[src/rtl/dff_pipe.sv]
// Elastic DEPTH-stage register pipeline with valid/ready at both ends, flush and occupancy count.
// Define DFF_PIPE_QN_EN to add the out_data_n port (complement of out_data).
module dff_pipe #(
  parameter int              WIDTH     = 8,
  parameter int              DEPTH     = 4,
  parameter logic [WIDTH-1:0] RESET_VAL = '0
) (
  input  logic                       clk,
  input  logic                       reset_n,
  input  logic                       flush,
  input  logic                       in_valid,
  output logic                       in_ready,
  input  logic [WIDTH-1:0]           in_data,
  output logic                       out_valid,
  input  logic                       out_ready,
  output logic [WIDTH-1:0]           out_data,
`ifdef DFF_PIPE_QN_EN
  output logic [WIDTH-1:0]           out_data_n,
`endif
  output logic [$clog2(DEPTH+1)-1:0] occupancy
);

  localparam int               OCC_W   = $clog2(DEPTH + 1);
  localparam logic [OCC_W-1:0] OCC_ONE = OCC_W'(1);

  logic [DEPTH-1:0] v;
  logic [WIDTH-1:0] d [DEPTH];
  logic [DEPTH-1:0] rdy;
  logic [DEPTH-1:0] prev_v;
  logic [WIDTH-1:0] prev_d [DEPTH];
  logic [OCC_W-1:0] occ;
  logic             in_fire;
  logic             out_fire;
  logic             all_full;

  // A stage can advance if downstream drains, or if any stage from here to the end is a bubble.
  always_comb begin
    rdy      = '0;
    all_full = 1'b1;
    for (int k = DEPTH - 1; k >= 0; k--) begin
      all_full = all_full & v[k];
      rdy[k]   = out_ready | ~all_full;
    end
  end

  always_comb begin
    prev_v    = '0;
    prev_v[0] = in_valid;
    for (int k = 0; k < DEPTH; k++) begin
      prev_d[k] = in_data;
    end
    for (int k = 1; k < DEPTH; k++) begin
      prev_v[k] = v[k-1];
      prev_d[k] = d[k-1];
    end
  end

  assign in_ready  = rdy[0] & ~flush & reset_n;
  assign out_valid = v[DEPTH-1] & ~flush & reset_n;
  assign out_data  = d[DEPTH-1];
  assign occupancy = occ;
  assign in_fire   = in_valid & in_ready;
  assign out_fire  = out_valid & out_ready;

`ifdef DFF_PIPE_QN_EN
  assign out_data_n = ~out_data;
`endif

  // Data registers only load real beats, so a bubble moving through never overwrites held data.
  always_ff @(posedge clk) begin
    if (!reset_n) begin
      v   <= '0;
      occ <= '0;
      for (int k = 0; k < DEPTH; k++) begin
        d[k] <= RESET_VAL;
      end
    end else if (flush) begin
      v   <= '0;
      occ <= '0;
    end else begin
      for (int k = 0; k < DEPTH; k++) begin
        if (rdy[k]) begin
          v[k] <= prev_v[k];
          if (prev_v[k]) begin
            d[k] <= prev_d[k];
          end
        end
      end
      if (in_fire && !out_fire) begin
        occ <= occ + OCC_ONE;
      end else if (out_fire && !in_fire) begin
        occ <= occ - OCC_ONE;
      end
    end
  end

endmodule
[config.mk]
export PLATFORM = sky130hd
export DESIGN_NAME = dff_pipe
export DESIGN_NICKNAME = d
export VERILOG_FILES = /design/src/rtl/dff_pipe.sv
export SDC_FILE = /design/constraint.sdc
export NUM_CORES = 1
export LEC_CHECK = 0
export CAP_MARGIN = 15
export CORE_MARGIN = 2
export CORE_UTILIZATION = 45
export DETAILED_ROUTE_END_ITERATION = 8
export DONT_BUFFER_PORTS = 1
export GPL_TIMING_DRIVEN = 0
export PLACE_DENSITY = 0.69
export SLEW_MARGIN = 20
export SYNTH_ARGS = -nofsm -noshare
export SYNTH_HDL_FRONTEND = slang
export SYNTH_SLANG_ARGS = --single-unit
[constraint.sdc]
create_clock -name clk -period 3.07 [get_ports clk]
set_clock_uncertainty 0.15 [all_clocks]
set_input_delay 0.4605 -clock clk [delete_from_list [all_inputs] [get_ports clk]]
set_output_delay 0.4605 -clock clk [all_outputs]
set_load 0.05 [all_outputs]
==> reports/qor.yml <==
ys_types: 26
synth.avg_cell_area_um2: 14.4
drv_slew: 0
relSlewSlack_pct: 34.4
post-synth-top-count-cell: "edfxtp_1"
clock_sinks: 39
core_mm2: 0.00339
drive_gt1_share_pct: 13.3
cts-root-buf: "clkbuf_4"
gr-total-overflow: 0
p_leak_nw: 0.663
synthTopCellsByArea: "edfxtp_1, and2_1, dfxtp_1"
synth_top_area_share_pct: 59.6
viasPerCell: 4.83
clkTransAtPathRegs_ns: 0.12
whs_path_depth: 2
gp_congestion: 0.756
outcome: "finished, final reports clean"
wl_per_cell_um: 12.3
grt_pass1_vias: 851
netlist_instances: 112
grt_util_all_layers_pct: 12.2
ios: 26
grt_pass1_wl_um: 3700
worst_pin_slew_ns: 0.974
async_flop_share_pct: 0
synthFlopType: "edfxtp_1"
drt.antenna.violating_nets: 0
cp-end-kind: "flop"
worstPathRequired_ns: 3.20
wl_um: 2040
dieWidth_um: 63.8
yosysSeqAreaShare_pct: 68.3
setup_violations: 0
p_int_w: 0.000777
worstPathArrival_ns: 2.83
hold_buffers: 0
fill_cells: 283
min_path_type: "in -> reg"
rows: 21
antenna_cells: 0
reg2regPathDepth: 9
clkPwrFrac_pct: 34.4
synth.net_count: 127
cts_max_level: 2
first_pass_iters: 3
yosys-top-cells-count: "edfxtp_1, and2_1, and3_1, nor2_1, dfxtp_1"
final_util_pct: 51.9
antenna_found_initial: 0
yosys_warnings: 0
fin_crit_ns: 2.70
rsz0062_at_grt: "false"
cts_resized: 0
synth_top_area_cell: "edfxtp_1"
seq_area_mm2: 0.00110
tns_ns: 0
dp.cells: 158
area_delta_synth_final_pct: 9.24
combPwrFrac_pct: 3.5
post-cts-setup-buffers: 0
crit_type: "reg -> reg"
final_cells: 166
detail_route.iter0.violations: 31
syn_area_mm2: 0.00161
ctsLongestPathBuffers: 2
fmaxAchievable_ghz: 0.370
clk_latency_ns: 0.34
multi_input_area_um2: 494
ys_ff_latch: 39
net-switching-power_w: 0.000213
via_count: 802
synth_edf_count: 32
cts_made_buffers: 5
cap_violations: 0
route.detailed.drc: 0
start_kind: "flop"
start_util_pct: 47.5
crit_fanout: 10
nNetsFinal: 134
switching_share_pct: 21.6
tritoncts: "done"
die_h_um: 63.8
fin_crit_sh_pct: 88.0
grt_max_degree: 14
p_seq_share_pct: 62.1
die_area_mm2: 0.00408
ir_drop_mv: 0.266
port_buffers: 0
p_per_area_mw_per_mm2: 562
hold_viol_final: 0
==> kinds of logic (layout without fill, tap and decap cells) <==
kind of cell / count (synthesis) / count (layout) / share of synthesized area (%)
simple gates: 55 / 55 / 22.7
fa+ha+maj: 2 / 2 / 2.02
compound gates: 8 / 8 / 3.65
flops: 39 / 39 / 68.3
buf+inv: 5 / 13 / 1.63
mux: 1 / 1 / 0.621
xor+xnor: 2 / 2 / 1.09
==> worst max-delay path, stage by stage, from the launching register on <==
cell     delay [ns]
dfxtp_1        0.35
and4b_4        0.25
a21oi_4        0.45
and2_1         0.21
ha_1           0.18
inv_1          0.06
fa_1           0.37
xor2_1         0.16
or3_1          0.30
a21oi_1        0.14
==> worst paths after layout <==
kind,end,start,slack (ns)
worst max-delay path,occupancy[2],v[2],0.37
worst min-delay path,v[0],flush,0.14
worst max register to register,occupancy[2],v[2],0.37
worst min register to register,d[2][3],d[1][3],0.38
==> per-layer routing <==
layer	wire length [µm]	GRT usage, %	vias to the layer above
met4	36	7.34	0
met5	0	0	-
met3	97	4.23	4
met1	787	11.4	367
li1	-	-	409
met2	1110	22.7	22
==> stage by stage <==
stage | hold slack [ns] | total power [W] | worst slack (ns) | area (µm²)
after floorplan | 0.313 | 0.000654 | 0.390 | 1610
final | 0.136 | 0.000990 | 0.367 | 1760
after global routing | 0.113 | 0.00103 | 0.242 | 1760
after global placement | 0.333 | 0.000659 | 0.303 | 1670
after CTS | 0.117 | 0.000999 | 0.360 | 1750
after detailed placement | 0.357 | 0.000662 | 0.239 | 1670
==> power by group through the flow <==
stage	clock, W	combinational (W)	sequential (W)
5_1_grt	0.000376	0.0000390	0.000617
4_1_cts	0.000349	0.0000347	0.000615
2_1_floorplan	0	0.0000292	0.000625
3_5_place_dp	0	0.0000347	0.000628
6_report	0.000341	0.0000347	0.000615
3_3_place_gp	0	0.0000329	0.000626
==> flip-flops by register name (all words and copies together), names as in the netlist <==
register and cells:
d 32, v 4, occupancy 3
==> cell usage in the layout, fill, tap and decap left out, types with 2 or more instances in the layout <==
| cell type | n |
|---|---|
| nor3_4 | 2 |
| edfxtp_1 | 32 |
| inv_1 | 3 |
| dfxtp_1 | 7 |
| nand2b_1 | 3 |
| nor2_1 | 8 |
| and2_1 | 27 |
| and3_1 | 8 |
| xor2_1 | 2 |
| o21ai_0 | 3 |
| clkbuf_4 | 5 |
| o31ai_2 | 2 |
==> layout make-up <==
class	instances	share of cell area, %
well taps	46	3.27
flip-flops and latches	39	62.5
plain buffers	2	0.853
multi-input cells	68	28.1
clock inverters	3	2.49
inverters	3	0.640
clock buffers	5	2.13
Power figures use the tool's default switching activity.
